==> config.mk <==
export PLATFORM = sky130hd
export DESIGN_NAME = uart_rx_param
export DESIGN_NICKNAME = d
export VERILOG_FILES = /design/src/rtl/uart_rx_param.sv
export SDC_FILE = /design/constraint.sdc
export NUM_CORES = 1
export LEC_CHECK = 0
export BUFFER_PORTS_ARGS = -buffer_cell sky130_fd_sc_hd__buf_2
export CORE_MARGIN = 2
export CORE_UTILIZATION = 55
export DETAILED_ROUTE_END_ITERATION = 10
export HOLD_SLACK_MARGIN = 0.08
export PLACE_DENSITY = 0.73
export SETUP_SLACK_MARGIN = 0.2
export SLEW_MARGIN = 15
export SYNTH_ARGS = -nofsm -noshare
export SYNTH_HDL_FRONTEND = slang
export SYNTH_SLANG_ARGS = --single-unit
==> constraint.sdc <==
create_clock -name clk -period 6.15 [get_ports clk]
set_clock_uncertainty 0.1 [all_clocks]
set_input_delay 1.5375 -clock clk [delete_from_list [all_inputs] [get_ports clk]]
set_output_delay 1.5375 -clock clk [all_outputs]
set_load 0.03 [all_outputs]
==> src/rtl/uart_rx_param.sv <==
// Parametrised async serial receiver with false-start rejection and framing/overrun flags.
// Defining UART_RX_PARITY_EN adds a parity bit after the data bits and the par_err port.
module uart_rx_param #(
  parameter int CLK_DIV    = 2604,
  parameter int DATA_BITS  = 8,
  parameter bit PARITY_ODD = 1'b0
) (
  input  logic                 clk,
  input  logic                 rst_n,
  input  logic                 RX,
  input  logic                 rx_rdy_clr,
  output logic [DATA_BITS-1:0] rx_data,
  output logic                 rx_rdy,
  output logic                 frm_err,
  output logic                 ovr_err,
`ifdef UART_RX_PARITY_EN
  output logic                 par_err,
`endif
  output logic                 busy
);

  localparam int CW = $clog2(CLK_DIV);
  localparam int IW = $clog2(DATA_BITS);
  localparam logic [CW-1:0] TICK_HALF = CW'(CLK_DIV / 2 - 1);
  localparam logic [CW-1:0] TICK_FULL = CW'(CLK_DIV - 1);
  localparam logic [IW-1:0] LAST_IDX  = IW'(DATA_BITS - 1);

  typedef enum logic [2:0] {
    IDLE  = 3'd0,
    START = 3'd1,
    DATA  = 3'd2,
    PAR   = 3'd3,
    STOP  = 3'd4
  } state_t;

`ifdef UART_RX_PARITY_EN
  localparam state_t AFTER_DATA = PAR;

  function automatic logic parity_f(input logic [DATA_BITS-1:0] d);
    return ^d;
  endfunction
`else
  localparam state_t AFTER_DATA = STOP;

  logic unused_cfg_s;
  assign unused_cfg_s = PARITY_ODD;
`endif

  state_t                 state_r, state_nxt_s;
  logic                   rx_meta_r, rx_s;
  logic [CW-1:0]          cnt_r;
  logic [IW-1:0]          bit_idx_r;
  logic [DATA_BITS-1:0]   shift_r;
  logic                   arm_r;
  logic                   tick_s;
  logic                   stop_tick_s;

  // Two-flop synchroniser on the asynchronous line; idles high.
  always_ff @(posedge clk or negedge rst_n) begin
    if (!rst_n) begin
      rx_meta_r <= 1'b1;
      rx_s      <= 1'b1;
    end else begin
      rx_meta_r <= RX;
      rx_s      <= rx_meta_r;
    end
  end

  // Next-state decode and sample-tick generation.
  always_comb begin
    state_nxt_s = state_r;
    tick_s      = 1'b0;
    case (state_r)
      IDLE: begin
        if (arm_r && !rx_s) state_nxt_s = START;
        else                state_nxt_s = IDLE;
      end
      START: begin
        if (cnt_r == TICK_HALF) begin
          tick_s      = 1'b1;
          state_nxt_s = rx_s ? IDLE : DATA;
        end else begin
          state_nxt_s = START;
        end
      end
      DATA: begin
        if (cnt_r == TICK_FULL) begin
          tick_s = 1'b1;
          if (bit_idx_r == LAST_IDX) state_nxt_s = AFTER_DATA;
          else                       state_nxt_s = DATA;
        end else begin
          state_nxt_s = DATA;
        end
      end
`ifdef UART_RX_PARITY_EN
      PAR: begin
        if (cnt_r == TICK_FULL) begin
          tick_s      = 1'b1;
          state_nxt_s = STOP;
        end else begin
          state_nxt_s = PAR;
        end
      end
`endif
      STOP: begin
        if (cnt_r == TICK_FULL) begin
          tick_s      = 1'b1;
          state_nxt_s = IDLE;
        end else begin
          state_nxt_s = STOP;
        end
      end
      default: state_nxt_s = IDLE;
    endcase
  end

  assign stop_tick_s = (state_r == STOP) && tick_s;

  // State, baud counter, bit index, shift register and re-arm flag.
  always_ff @(posedge clk or negedge rst_n) begin
    if (!rst_n) begin
      state_r   <= IDLE;
      busy      <= 1'b0;
      cnt_r     <= '0;
      bit_idx_r <= '0;
      shift_r   <= '0;
      arm_r     <= 1'b0;
    end else begin
      state_r <= state_nxt_s;
      busy    <= (state_nxt_s != IDLE);
      if ((state_r == IDLE) || tick_s || (state_nxt_s != state_r)) cnt_r <= '0;
      else                                                       cnt_r <= cnt_r + CW'(1);
      if (state_r == START)                bit_idx_r <= '0;
      else if ((state_r == DATA) && tick_s) bit_idx_r <= bit_idx_r + IW'(1);
      if ((state_r == DATA) && tick_s) shift_r <= {rx_s, shift_r[DATA_BITS-1:1]};
      // A break must return high before the next start bit is accepted.
      arm_r <= (state_r == IDLE) && (state_nxt_s == IDLE) && (arm_r || rx_s);
    end
  end

`ifdef UART_RX_PARITY_EN
  logic par_bit_r;

  // Captured parity bit and sticky parity flag.
  always_ff @(posedge clk or negedge rst_n) begin
    if (!rst_n) begin
      par_bit_r <= 1'b0;
      par_err   <= 1'b0;
    end else begin
      if ((state_r == PAR) && tick_s) par_bit_r <= rx_s;
      if (stop_tick_s)
        par_err <= (par_err & ~rx_rdy_clr) | (par_bit_r ^ parity_f(shift_r) ^ PARITY_ODD);
      else if (rx_rdy_clr)
        par_err <= 1'b0;
    end
  end
`endif

  // Holding register and status flags; completion wins over a same-cycle clear.
  always_ff @(posedge clk or negedge rst_n) begin
    if (!rst_n) begin
      rx_data <= '0;
      rx_rdy  <= 1'b0;
      frm_err <= 1'b0;
      ovr_err <= 1'b0;
    end else if (stop_tick_s) begin
      rx_data <= shift_r;
      rx_rdy  <= 1'b1;
      frm_err <= (frm_err & ~rx_rdy_clr) | ~rx_s;
      ovr_err <= (ovr_err | rx_rdy) & ~rx_rdy_clr;
    end else if (rx_rdy_clr) begin
      rx_rdy  <= 1'b0;
      frm_err <= 1'b0;
      ovr_err <= 1'b0;
    end
  end

endmodule
==> metrics.md <==
| Metric | Value |
|---|---|
| Status | complete, no violations |
| Adder-cell share of the synthesized area | 0.0274 |
| Initial core utilization | 0.588 |
| WS Path Type | flip-flop to output pin |
| DR WL/cell | 14.2 um |
| Yosys warns | 0 |
| Initial antenna violation count | 0 |
| CP cell instances | buf_2 |
| Syn Inst Count | 159 |
| Critical path arrival | 920 ps |
| Vias in the first global route | 1176 |
| Synthesized area | 1820 um^2 |
| Area share of the largest cell type after synthesis | 0.535 |
| Synth area leaders | dfrtp_1 53%, mux2_2 7.4%, nor2_1 3.9% |
| Mux cell area share after synthesis | 0.0988 |
| Clock share of power | 0.301 |
| Root Driver | clkbuf_4 |
| CP max stage delay | 400 ps |
| Flop pwr share | 0.572 |
| Post-layout min period | 2560 ps |
| Area growth, synth to finish | 9.19% |
| Maximum clock frequency | 391 MHz |
| Core Box Area | 3100 um^2 |
| Worst-path maximum fanout | 3 |
| Hold Fails Final Rpt | 0 |
| Clock-pin slew on the worst setup and hold paths | 100 ps |
| Post-Synth XOR/XNOR Area | 0.0576 |
| Layout cells sized above 1 | 0.227 |
| Gpl congestion | 0.918 |
| Final setup fails | 0 |
| Worst hold path class | flip-flop to flip-flop |
| Clk buf depth | 2 |
| Yosys cell types | 34 |
| CTS Sinks | 41 |
| Die height | 61.6 um |
| Initial drt markers | 62 |
| Die Area | 3790 um^2 |
| Ant. Diodes | 0 |
| Fin util | 0.642 |
| Antenna Violating Nets Remaining | 0 |
| Final Cycle Share | 0.416 |
| Slew Viols, Final | 0 |
| P_sw | 0.000153 W |
| Vias per inst | 5.43 |
| DIE WIDTH | 61.6 um |
| Pre-Repair DR Iteration Count | 4 |
| CTS tree | yes |
| CP endpoint kind | output pin |
| Post-synth ARST share | 1.00 |
| Vias | 1195 |
| P_int | 0.000401 W |
| Post-CTS Resized | 0 |
| NumNets Final | 183 |
| Largest net degree at the start of global routing | 42 |
| Post-layout instance area | 1990 um^2 |
| Most used DFF post-synth | dfrtp_1 |
| Total grt overflow | 0 |
| Pleak | 0.951 nW |
| Residual DRC count | 0 |
| # port buffers | 15 |
| EDFF count, synth | 0 |
| Routed wire length | 3.12 mm |
| Max-slew headroom | 0.421 |
| First-pass GRT wire length | 5.27 mm |
| Register area share after synthesis | 0.564 |
| Unrepaired setup endpoints after global routing | false |
| Clock Latency Late Sink | 350 ps |
| Part of the power in combinational logic | 0.127 |
| H-tree Lvls | 2 |
| Hpwl dp | 2.17 mm |
| Tot GR Track Use | 0.195 |
| Io pins | 16 |
| Cell Pwr Density | 278 nW/um^2 |
| Setup_tns | 0 ps |
| Syn Nets | 167 |
| WP buf/inv | 1 |
| Synth Area in Compound Gates | 0.0446 |
| Worst-Margin Slew | 869 ps |
| CTS buffer count | 5 |
| Largest family of logic cells by synthesized area | simple AND/OR/NAND/NOR gates |
| Max_cap viols | 0 |
| Startpoint Class | flip-flop |
| CP required | 4510 ps |
| Post-synth top area cell | dfrtp_1 |
| Syn_area_per_cell | 11.5 um^2 |
| Row cnt | 20 |
| DP Area | 1920 um^2 |
| Number of hold buffers added after cts | 0 |
| Setup bufs post-CTS | 0 |
| Simple-Gate Fraction of Synth Area | 0.170 |
| Sw Ratio | 0.276 |
| Slowest CP cell | dfrtp_1 |
| Register bit count reported by yosys | 41 |
| Worst VDD drop | 0.000200 V |
| Top Family by Delay on Critical Path | flip-flops |
kinds of logic (layout without fill, tap and decap cells):
kind of cell / Yosys count / count (layout)
AO/OA/AOI/OAI: 14 / 14
XOR/XNOR: 12 / 12
adder cells (fa/ha/maj): 4 / 4
buffers and inverters: 14 / 31
flip-flops: 41 / 41
multiplexers: 15 / 15
AND/OR/NAND/NOR: 59 / 59
state kept, by name, indices dropped and copies added, names as in the netlist:
| name | flops |
|---|---|
| arm_r | 1 |
| bit_idx_r | 3 |
| busy | 1 |
| cnt_r | 12 |
| frm_err | 1 |
| ovr_err | 1 |
| rx_data | 8 |
| rx_meta_r | 1 |
| rx_rdy | 1 |
| rx_s | 1 |
| shift_r | 8 |
| state_r | 3 |
cell usage after synthesis, types with 4 or more instances:
cell and number:
dfrtp_1 39, ha_1 4, inv_1 8, mux2_2 12
nand2_1 9, nand3_1 6, nand4_1 4, nor2_1 19
nor3_1 5, o21ai_0 6, xnor2_1 8, xor2_1 4
cell type report:
cell class	count	area [um^2]
Inverter	8	30.0
Clock inverter	2	35.0
Multi-Input combinational cell	104	727
Fill cell	263	1110
Timing Repair Buffer	15	75.1
Sequential cell	41	1030
Clock buffer	6	41.3
Tap cell	44	55.1
worst paths after layout:
kind	startpoint	to	slack (ps)	cells past startpoint
min in group asynchronous	rst_n	busy	1180	1
max in group asynchronous	rst_n	shift_r[1]	4200	1
hold reg to reg	rx_meta_r	rx_s	260	0
setup reg to reg	cnt_r[2]	shift_r[5]	3750	3
hold / removal	rx_meta_r	rx_s	260	0
setup / recovery	rx_rdy	rx_rdy	3590	1
cell usage in the layout (no fill, tap or decap), types with 2 or more instances in the layout:
| cell type | synthesis | routed |
|---|---|---|
| o21ai_0 | 6 | 6 |
| nand4_1 | 4 | 4 |
| xor2_1 | 4 | 4 |
| and2_1 | 2 | 2 |
| nor4_1 | 2 | 2 |
| xnor2_1 | 8 | 8 |
| a21oi_1 | 3 | 3 |
| nand2_1 | 9 | 9 |
| clkbuf_4 | 0 | 5 |
| mux2_4 | 3 | 3 |
| nor2_1 | 19 | 19 |
| mux2_2 | 12 | 12 |
| ha_1 | 4 | 4 |
| dfstp_2 | 2 | 2 |
| nor3_1 | 5 | 5 |
| nand2b_1 | 2 | 2 |
| dfrtp_1 | 39 | 39 |
| nor3b_1 | 3 | 3 |
| buf_2 | 1 | 15 |
| inv_1 | 8 | 8 |
| nand3_1 | 6 | 6 |
through the flow:
stage / setup slack, ps / hold slack (ps) / power, W / instances
final: 3590 / 262 / 0.000554 / 220
after detailed placement: 3740 / 248 / 0.000392 / 212
after floorplan: 3910 / 245 / 0.000368 / 159
after CTS: 3570 / 263 / 0.000559 / 220
after global placement: 3800 / 247 / 0.000389 / 212
after global routing: 3540 / 271 / 0.000588 / 220
per-layer routing:
| layer | wire length [um] | vias to the layer above | GRT usage |
|---|---|---|---|
| li1 | - | 575 | - |
| met1 | 1450 | 583 | 0.252 |
| met2 | 1500 | 31 | 0.308 |
| met3 | 113 | 6 | 0.0441 |
| met4 | 44 | 0 | 0.0973 |
| met5 | 0 | - | 0 |
power groups by stage:
stage	clock [W]	combinational [W]	sequential, W
after floorplan	0	0.0000515	0.000317
after global placement	0	0.0000698	0.000320
after detailed placement	0	0.0000697	0.000322
after CTS	0.000172	0.0000710	0.000317
after global routing	0.000184	0.0000823	0.000322
final	0.000167	0.0000702	0.000317
Power figures use the tool's default switching activity.
